===== config.mk =====
export PLATFORM = sky130hd
export DESIGN_NAME = ssd_panel_streamer
export DESIGN_NICKNAME = d
export VERILOG_FILES = /design/src/rtl/ssd_panel_streamer.sv
export SDC_FILE = /design/constraint.sdc
export NUM_CORES = 1
export LEC_CHECK = 0
export BUFFER_PORTS_ARGS = -buffer_cell sky130_fd_sc_hd__buf_4
export CORE_MARGIN = 8
export CORE_UTILIZATION = 48
export CTS_BUF_LIST = sky130_fd_sc_hd__clkbuf_4
export DETAILED_ROUTE_END_ITERATION = 12
export GPL_ROUTABILITY_DRIVEN = 1
export PLACE_DENSITY = 0.86
export SLEW_MARGIN = 20
export SYNTH_ARGS = -nofsm -noshare
export SYNTH_HDL_FRONTEND = slang
export SYNTH_SLANG_ARGS = --single-unit

===== constraint.sdc =====
create_clock -name i_Clk -period 2.1 [get_ports i_Clk]
set_clock_uncertainty 0.2 [all_clocks]
set_input_delay 0.105 -clock i_Clk [delete_from_list [all_inputs] [get_ports i_Clk]]
set_output_delay 0.105 -clock i_Clk [all_outputs]
set_load 0.01 [all_outputs]

===== src/rtl/ssd_panel_streamer.sv =====
// SSD1306-style panel streamer: runs the power-up command list, streams the
// framebuffer page by page and polls a SPI keyboard between frames.
module ssd_panel_streamer #(
  parameter int WIDTH      = 128,
  parameter int PAGES      = 8,
  parameter int INIT_LEN   = 26,
  parameter int FINIT_LEN  = 6,
  parameter int KEY_BYTES  = 1,
  parameter int KEY_EVERY  = 1,
  parameter int CONTINUOUS = 1,
  parameter int NUM_CS     = 2,
  localparam int FRAME_LEN = WIDTH * PAGES,
  localparam int FB_AW     = $clog2(FRAME_LEN)
) (
  input  logic              i_Clk,
  input  logic              i_Reset,
  input  logic              i_Frame_Start,
  output logic [7:0]        o_Cmd_Addr,
  input  logic [7:0]        i_Cmd_Byte,
  output logic [FB_AW-1:0]  o_Fb_Addr,
  input  logic [7:0]        i_Fb_Data,
  output logic [7:0]        o_TX_Byte,
  output logic              o_TX_DV,
  input  logic              i_TX_Ready,
  input  logic              i_RX_DV,
  input  logic [7:0]        i_RX_Byte,
  output logic              o_RES,
  output logic              o_DC,
  output logic [NUM_CS-1:0] o_CS_N,
  output logic [7:0]        o_Key_Event,
  output logic              o_Key_Valid,
  output logic              o_Frame_Done,
  output logic              o_Busy
);

  localparam int DISP_CS = 0;
  localparam int KEY_CS  = 1;

  typedef enum logic [2:0] {
    S_RESET, S_INIT, S_FINIT, S_STREAM, S_KEY, S_KEYUPD, S_NEXT, S_IDLE
  } state_t;

  state_t     state_q, state_d;
  logic       issue;
  logic [7:0] issue_byte;
  logic       master_free;
  logic       fb_changed;
  logic       stream_done;
  logic [7:0] frame_cnt;
  logic [7:0] frame_cnt_inc;
  logic [7:0] rx_last;
  logic [2:0] key_tx;
  logic [2:0] rx_cnt;

  assign o_RES         = ~i_Reset;
  assign frame_cnt_inc = frame_cnt + 8'd1;

  // A new byte may start only once the master is idle and the previous strobe
  // has been seen, so transitions (and CS/DC changes) also wait for this.
  assign master_free = i_TX_Ready & ~o_TX_DV;

  always_ff @(posedge i_Clk) begin
    if (i_Reset) state_q <= S_RESET;
    else         state_q <= state_d;
  end

  always_comb begin
    state_d    = state_q;
    issue      = 1'b0;
    issue_byte = 8'h00;
    o_CS_N     = '1;
    o_DC       = 1'b0;
    o_Busy     = 1'b1;
    case (state_q)
      S_RESET: begin
        if (i_TX_Ready) state_d = S_INIT;
      end
      S_INIT: begin
        o_CS_N[DISP_CS] = 1'b0;
        if (master_free) begin
          if (o_Cmd_Addr != 8'(INIT_LEN)) begin
            issue      = 1'b1;
            issue_byte = i_Cmd_Byte;
          end else begin
            state_d = S_FINIT;
          end
        end
      end
      S_FINIT: begin
        o_CS_N[DISP_CS] = 1'b0;
        if (master_free) begin
          if (o_Cmd_Addr != 8'(INIT_LEN + FINIT_LEN)) begin
            issue      = 1'b1;
            issue_byte = i_Cmd_Byte;
          end else begin
            state_d = S_STREAM;
          end
        end
      end
      S_STREAM: begin
        o_CS_N[DISP_CS] = 1'b0;
        o_DC            = 1'b1;
        if (master_free) begin
          if (!stream_done) begin
            if (!fb_changed) begin
              issue      = 1'b1;
              issue_byte = i_Fb_Data;
            end
          end else begin
            state_d = (frame_cnt == 8'd0) ? S_KEY : S_NEXT;
          end
        end
      end
      S_KEY: begin
        o_CS_N[KEY_CS] = 1'b0;
        o_DC           = 1'b1;
        if (i_RX_DV && rx_cnt == 3'(KEY_BYTES - 1)) begin
          state_d = S_KEYUPD;
        end else if (master_free && key_tx != 3'(KEY_BYTES)) begin
          issue = 1'b1;
        end
      end
      S_KEYUPD: state_d = S_NEXT;
      S_NEXT:   state_d = (CONTINUOUS != 0) ? S_FINIT : S_IDLE;
      S_IDLE: begin
        o_Busy = 1'b0;
        if (i_Frame_Start) state_d = S_FINIT;
      end
      default: state_d = S_RESET;
    endcase
  end

  // Datapath: strobes, source addresses, frame counter and keyboard capture.
  always_ff @(posedge i_Clk) begin
    if (i_Reset) begin
      o_TX_DV      <= 1'b0;
      o_TX_Byte    <= 8'h00;
      o_Cmd_Addr   <= 8'h00;
      o_Fb_Addr    <= '0;
      o_Key_Event  <= 8'hFF;
      o_Key_Valid  <= 1'b0;
      o_Frame_Done <= 1'b0;
      fb_changed   <= 1'b0;
      stream_done  <= 1'b0;
      frame_cnt    <= 8'd0;
      rx_last      <= 8'h00;
      key_tx       <= 3'd0;
      rx_cnt       <= 3'd0;
    end else begin
      o_TX_DV      <= issue;
      o_Key_Valid  <= 1'b0;
      o_Frame_Done <= 1'b0;
      fb_changed   <= 1'b0;
      if (issue) o_TX_Byte <= issue_byte;

      case (state_q)
        S_RESET: o_Cmd_Addr <= 8'h00;
        S_INIT: begin
          if (issue) o_Cmd_Addr <= o_Cmd_Addr + 8'd1;
        end
        S_FINIT: begin
          if (issue) o_Cmd_Addr <= o_Cmd_Addr + 8'd1;
          if (state_d == S_STREAM) begin
            o_Cmd_Addr  <= 8'(INIT_LEN);
            o_Fb_Addr   <= '0;
            stream_done <= 1'b0;
          end
        end
        S_STREAM: begin
          if (issue) begin
            fb_changed <= 1'b1;
            if (o_Fb_Addr == FB_AW'(FRAME_LEN - 1)) begin
              o_Fb_Addr    <= '0;
              stream_done  <= 1'b1;
              o_Frame_Done <= 1'b1;
              frame_cnt    <= (frame_cnt_inc == 8'(KEY_EVERY)) ? 8'd0 : frame_cnt_inc;
            end else begin
              o_Fb_Addr <= o_Fb_Addr + FB_AW'(1);
            end
          end
          if (state_d == S_KEY) begin
            key_tx <= 3'd0;
            rx_cnt <= 3'd0;
          end
        end
        S_KEY: begin
          if (issue) key_tx <= key_tx + 3'd1;
          if (i_RX_DV) begin
            rx_last <= i_RX_Byte;
            rx_cnt  <= rx_cnt + 3'd1;
          end
        end
        S_KEYUPD: begin
          if (rx_last != 8'h00) begin
            o_Key_Event <= rx_last;
            o_Key_Valid <= 1'b1;
          end
        end
        default: ;
      endcase
    end
  end

endmodule


After elaboration in Yosys (flattened, before gate mapping)
Index checks and enable logic that the tools add are counted.

storage, ports and cells
  register bits after elaboration = 64
  logic and storage cells = 119
  output and inout bits = 42
  input port bits = 29

operators by class
  mux-type cells = 53
  $add $sub $neg = 5
  bitwise operators = 6
  reductions and logical operators = 21
  equal/unequal tests = 20

operator list
  operator                                                                 number
  8-bit 2-to-1 mux                                                         10
  8-bit case mux with 3 select lines                                       2
  3-bit 2-to-1 mux                                                         12
  10-bit 2-to-1 mux                                                        3
  3-bit case mux with 8 select lines                                       1
  10-bit case mux with 2 select lines                                      1
  1-bit 2-to-1 mux                                                         19
  8-bit by 1-bit adder with 8-bit output, second input constant            2
  3-bit equality test, second input constant                               5
  2-bit inequality test, second input constant                             6
  3-bit case mux with 2 select lines                                       2
  3-bit AND reduction                                                      4
  10-bit by 1-bit adder with 10-bit output, second input constant          1
  10-bit equality test, second input constant                              1
  3-bit by 2-bit equality test with 1-bit output, second input constant    3
  8-bit by 1-bit equality test with 1-bit output, second input constant    1
  8-bit zero test                                                          1
  8-bit by 5-bit inequality test with 1-bit output, second input constant  1
  8-bit by 6-bit inequality test with 1-bit output, second input constant  1
  8-bit nonzero test                                                       1
  3-bit by 1-bit adder with 3-bit output, second input constant            2
  3-bit zero test                                                          2
  2-bit OR reduction                                                       3
  3-bit OR reduction                                                       2
  12 further kinds                                                         19

Depth between registers and ports, before layout
  depth after elaboration = 9
  gate-level depth with buffers = 10
  depth with buffers taken out = 8

Worst setup path before layout
No wires, ideal clock.

  path type = reg-to-reg
  start = register o_Cmd_Addr[6]
  end = register o_Fb_Addr[0]
  slack = -0.122 ns
  stages on the path, launching flop included = 7
  buffers on the path = 0
  period minus slack after synthesis = 2.222 ns
  data arrival time = 1.899 ns
  required time = 1.777 ns
  setup time = 0.123 ns
  path through = dfxtp_1 -> or3_4 -> o41ai_4 -> a21oi_4 -> o21ai_2 -> inv_1 -> mux2_1

between the ends
  cells in the longest elaborated chain, start to end = 7
  elaborated cells between the ends (all ways) = 16
  those cells by class = eq/ne: 5; mux: 10; reduce/logical: 1

ends and longest elaborated chain
  what                                                                                                                         RTL line  source
  start: declaration                                                                                                           18        output logic [7:0] o_Cmd_Addr,
  start signal: assignment                                                                                                     159       if (issue) o_Cmd_Addr <= o_Cmd_Addr + 8'd1;
  start signal: assignment                                                                                                     162       if (issue) o_Cmd_Addr <= o_Cmd_Addr + 8'd1;
  start signal: assignment                                                                                                     164       o_Cmd_Addr <= 8'(INIT_LEN);
  8-bit by 6-bit inequality test with 1-bit output / 8-bit by 5-bit inequality test with 1-bit output (equally long branches)  92, 81
  3-bit 2-to-1 mux (on tied branches)                                                                                          92, 81
  3-bit 2-to-1 mux (on tied branches)                                                                                          91, 80
  3-bit case mux with 8 select lines                                                                                           74        case (state_q)
  3-bit by 2-bit equality test with 1-bit output                                                                               163       if (state_d == S_STREAM) begin
  2-bit inequality test (no source line)                                                                                       --
  3-bit AND reduction (no source line) *                                                                                       --
  end signal: assignment                                                                                                       178       o_Fb_Addr <= o_Fb_Addr + FB_AW'(1);
  end: declaration                                                                                                             20        output logic [FB_AW-1:0] o_Fb_Addr,

Mark *: on every way between the ends. The rest lies on a longest branch, timed or not.
A chain may end at the register's enable or synchronous reset.

Worst setup path in the final report
  start = register o_Cmd_Addr[7]
  end = register o_Cmd_Addr[4]

between the ends
  cells in the longest elaborated chain, start to end = 7
  elaborated cells between the ends (all ways) = 16
  those cells by class = eq/ne: 3; mux: 13

ends and longest elaborated chain
  what                                                                                                                         RTL line  source
  8-bit by 6-bit inequality test with 1-bit output / 8-bit by 5-bit inequality test with 1-bit output (equally long branches)  92, 81
  3-bit 2-to-1 mux (tied with other cells)                                                                                     92        if (o_Cmd_Addr != 8'(INIT_LEN + FINIT_LEN)) begin
  3-bit 2-to-1 mux (tied with other cells)                                                                                     91        if (master_free) begin
  3-bit case mux with 8 select lines / 1-bit case mux with 4 select lines (equally long branches)                              74
  3-bit by 2-bit equality test with 1-bit output / 8-bit 2-to-1 mux (equally long branches)                                    --
  8-bit 2-to-1 mux                                                                                                             163
  8-bit case mux with 3 select lines *                                                                                         156       case (state_q)

Marks and branches as above.

==> qor.yml <==
synthesis:
  synth.distinct_cells: 57
  async_reset_ff_frac: 0
  syn_inst: 384
  synth.largest_area_cell: "sky130_fd_sc_hd__dfxtp_1"
  synthesis.area_um2: 3250
  yosysTopAreaCellShare: 0.394
  synth_top_cells_by_count: "sky130_fd_sc_hd__dfxtp_1 (64), sky130_fd_sc_hd__nand2_1 (44), sky130_fd_sc_hd__nor2_1 (37), sky130_fd_sc_hd__a21oi_1 (34), sky130_fd_sc_hd__inv_1 (15)"
  synth-warning-count: 0
  yosys_most_used_dff: "sky130_fd_sc_hd__dfxtp_1"
  synth.yosys.seq_area_share: 0.394
  synth_most_common_cell: "sky130_fd_sc_hd__dfxtp_1"
  synth.ff_latch_count: 64
  synthesis.nets: 423
  ys_top_cells_by_area: "sky130_fd_sc_hd__dfxtp_1 (39%), sky130_fd_sc_hd__a21oi_1 (5.2%), sky130_fd_sc_hd__nand2_1 (5.1%)"
  syn_avg_cell_area_um2: 8.47
  synth_enable_flop_cells: 0
critical_path:
  slowest_stage: "sky130_fd_sc_hd__or3_4"
  timing.critical_path.cells: "or3_4 -> o41ai_4 -> a21oi_4 -> o211ai_1 -> mux2_2 -> nor3_1"
  crit_family: "compound AO/OA/AOI/OAI gates"
  setup.worst_path.class: "flop to flop"
  slowest_delay_ns: 0.42
  rr_startpoint: "o_Cmd_Addr[7]$_SDFFE_PP0P_"
  startpoint_type: "flop"
  critical_path_cell_count: 6
  critical_path_arrival_ns: 2.56
  worstSetupEndpointType: "flop"
  worstReg2RegEnd: "o_Cmd_Addr[4]$_SDFFE_PP0P_"
  r2r_slack_ns: -0.33
  worstSetupStartpoint: "o_Cmd_Addr[7]$_SDFFE_PP0P_"
  setup.worst_path.end: "o_Cmd_Addr[4]$_SDFFE_PP0P_"
  worst_r2r_path_depth: 6
  worstPathRequired_ns: 2.23
  worst-path-buf-inv: 0
  crit_fanout: 5
sta:
  setup_total_negative_slack_ns: -8.23
  grt_setup_unrepaired: "yes"
  finalHoldViolCount: 20
  finalCritPeriodShare: 1.16
  setup_viol: 37
  fin_ws_ns: -0.329
  max_freq_mhz: 412
  timing_max_transition_violations_final: 0
  worst_slew_pin_slew_ns: 0.771
  slew_headroom: 0.486
  period_minus_slack_ns: 2.43
  whs_ns: -0.0767
route:
  drt-initial-drc-count: 312
  drt_first_pass_iters: 5
  total_via_count_after_detailed_routing: 3801
  vias_per_cell: 5.98
  routed_wirelength_um: 12100
  route.detailed.drc: 0
  drt-wirelength-per-cell_um: 19.0
  route.antenna.remaining_nets: 0
power:
  ir_worst_vdd_uv: 314
  power.share.sequential: 0.542
  total_leakage_power_nw: 2.08
  clock_power_share: 0.316
  cellInternalPower_w: 0.00164
  p_switching_w: 0.000619
  p_comb_frac: 0.142
  p_per_area_nw_per_um2: 445
  power_switching_share: 0.274
  finalPower_w: 0.00226
floorplanning:
  die-height_um: 98.3
  floorplan.initialDensity: 0.487
  core_area_um2: 6680
  die_w_um: 98.3
  dieArea_um2: 9670
  num_io_pins: 71
  number_of_placement_rows: 30
place:
  placed_cell_area_um2: 4300
  dp_hpwl_um: 6670
  replace_congestion: 0.951
  numPlacedInstances: 577
  placement.io_buffers: 70
final_layout:
  postLayoutCellArea_um2: 5080
  fin_cells: 636
  post_route_cells_drive_above_1_share: 0.410
  n_antenna_cell: 0
  syn2layout_area_growth_pct: 56.1
  nNetsFinal: 590
  fin_util: 0.760
clocking:
  cts.path.max_buffers: 2
  cts_num_sinks: 64
  worstSkewPairLatency_ns: 0.42
  cts-buffers-inserted: 9
  clock_transition_at_the_register_clock_pins_on_the_worst_setup_and_hold_paths_after_cts_ns: 0.12
  tritoncts: "yes"
  cts-root-buf: "sky130_fd_sc_hd__clkbuf_4"
  cts_htree_levels: 3
global_routing:
  first_global_vias: 3685
  overflow: 0
  gr-usage-all-layers: 0.219
  grt_start_max_net_pins: 49
  antenna_violations_before_repair: 0
  grt_first_pass_wirelength_um: 17500
min_path:
  min-delay-path-class: "input pin to flop"
job:
  maximum_capacitance_violations: 0
outcome:
  failed_checks: "hold timing, setup timing"
  run_status: "finished with violations"
worst reg2reg max path: stages, from the launching register on:
cell and delay (ns):
sky130_fd_sc_hd__dfxtp_1 0.33, sky130_fd_sc_hd__or3_4 0.42, sky130_fd_sc_hd__o41ai_4 0.42, sky130_fd_sc_hd__a21oi_4 0.18, sky130_fd_sc_hd__o211ai_1 0.26, sky130_fd_sc_hd__mux2_2 0.38, sky130_fd_sc_hd__nor3_1 0.16
power by group through the flow:
stage / Sequential [W] / Clock [W] / Combinational, W
final: 0.00122 / 0.000715 / 0.000322
after CTS: 0.00122 / 0.000705 / 0.000277
after global placement: 0.00125 / 0 / 0.000205
after floorplan: 0.00125 / 0 / 0.000102
after detailed placement: 0.00125 / 0 / 0.000210
after global routing: 0.00123 / 0.000771 / 0.000336
flip-flops by register name, summed over array words and instances (netlist names):
signal        cells
fb_changed        1
frame_cnt         8
key_tx            3
o_Cmd_Addr        8
o_Fb_Addr        10
o_Frame_Done      1
o_Key_Event       8
o_Key_Valid       1
o_TX_Byte         8
o_TX_DV           1
rx_cnt            3
rx_last           8
state_q           3
stream_done       1
worst min-delay path by stage:
stage	from	endpoint	slack, ns	cells past startpoint
detailed placement	i_RX_Byte[7]	rx_last[7]$_SDFFE_PP0P_	0.17	3
global route	i_Reset	o_TX_Byte[4]$_SDFFE_PP0N_	-0.07	2
floorplan	i_RX_Byte[1]	rx_last[1]$_SDFFE_PP0P_	0.04	2
finish	i_Reset	o_TX_Byte[4]$_SDFFE_PP0N_	-0.08	2
global placement	i_RX_Byte[4]	rx_last[4]$_SDFFE_PP0P_	0.16	3
CTS	i_Reset	o_TX_Byte[1]$_SDFFE_PP0N_	-0.09	2
routing by layer:
metal  track usage  vias to the layer above  share of wire
met5             0                        -              0
met4         0.110                        0          0.048
met3        0.0533                       70          0.077
met2         0.381                      233           0.49
met1         0.243                     1790           0.38
li1              -                     1708              -
cells by family (layout without fill, tap and decap cells):
family,count (synthesis),count (layout),synth area share
flip-flops,64,64,0.394
buffers and inverters,32,203,0.0407
adder cells (fa/ha/maj),10,10,0.0384
AO/OA/AOI/OAI,93,94,0.200
multiplexers,13,13,0.0415
AND/OR/NAND/NOR,164,164,0.264
XOR/XNOR,8,8,0.0215
stage by stage:
| step | setup WS (ns) | hold WS, ns |
|---|---|---|
| after global placement | -0.0965 | 0.159 |
| after CTS | -0.152 | -0.0935 |
| final | -0.329 | -0.0767 |
| after detailed placement | -0.147 | 0.170 |
| after global routing | -0.388 | -0.0695 |
| after floorplan | -0.0235 | 0.0410 |
final cells by class:
class / count / area, um^2
inverter: 16 / 62.6
sequential: 64 / 1300
tap: 80 / 100
clock buffer: 11 / 82.6
fill: 421 / 1600
multi-input combinational: 289 / 2100
timing repair buffer: 171 / 1420
clock inverter: 5 / 25.0
repair_timing:
item,CTS,global route
gates cloned,1,0
hold endpoints to repair,36,12
hold buffers,27,1
setup buffers,6,9
pin swaps,32,40
setup endpoints to repair,34,37
resized for setup,21,48
layout by cell type, fill, tap and decap left out, types with 14 or more instances in the layout:
cell type                         n
sky130_fd_sc_hd__a21oi_1         25
sky130_fd_sc_hd__buf_4          130
sky130_fd_sc_hd__a22o_1          14
sky130_fd_sc_hd__nand2_1         42
sky130_fd_sc_hd__nor2_1          34
sky130_fd_sc_hd__dfxtp_1         55
sky130_fd_sc_hd__dlygate4sd3_1   28
No activity file was read; power rests on OpenSTA's default activity.
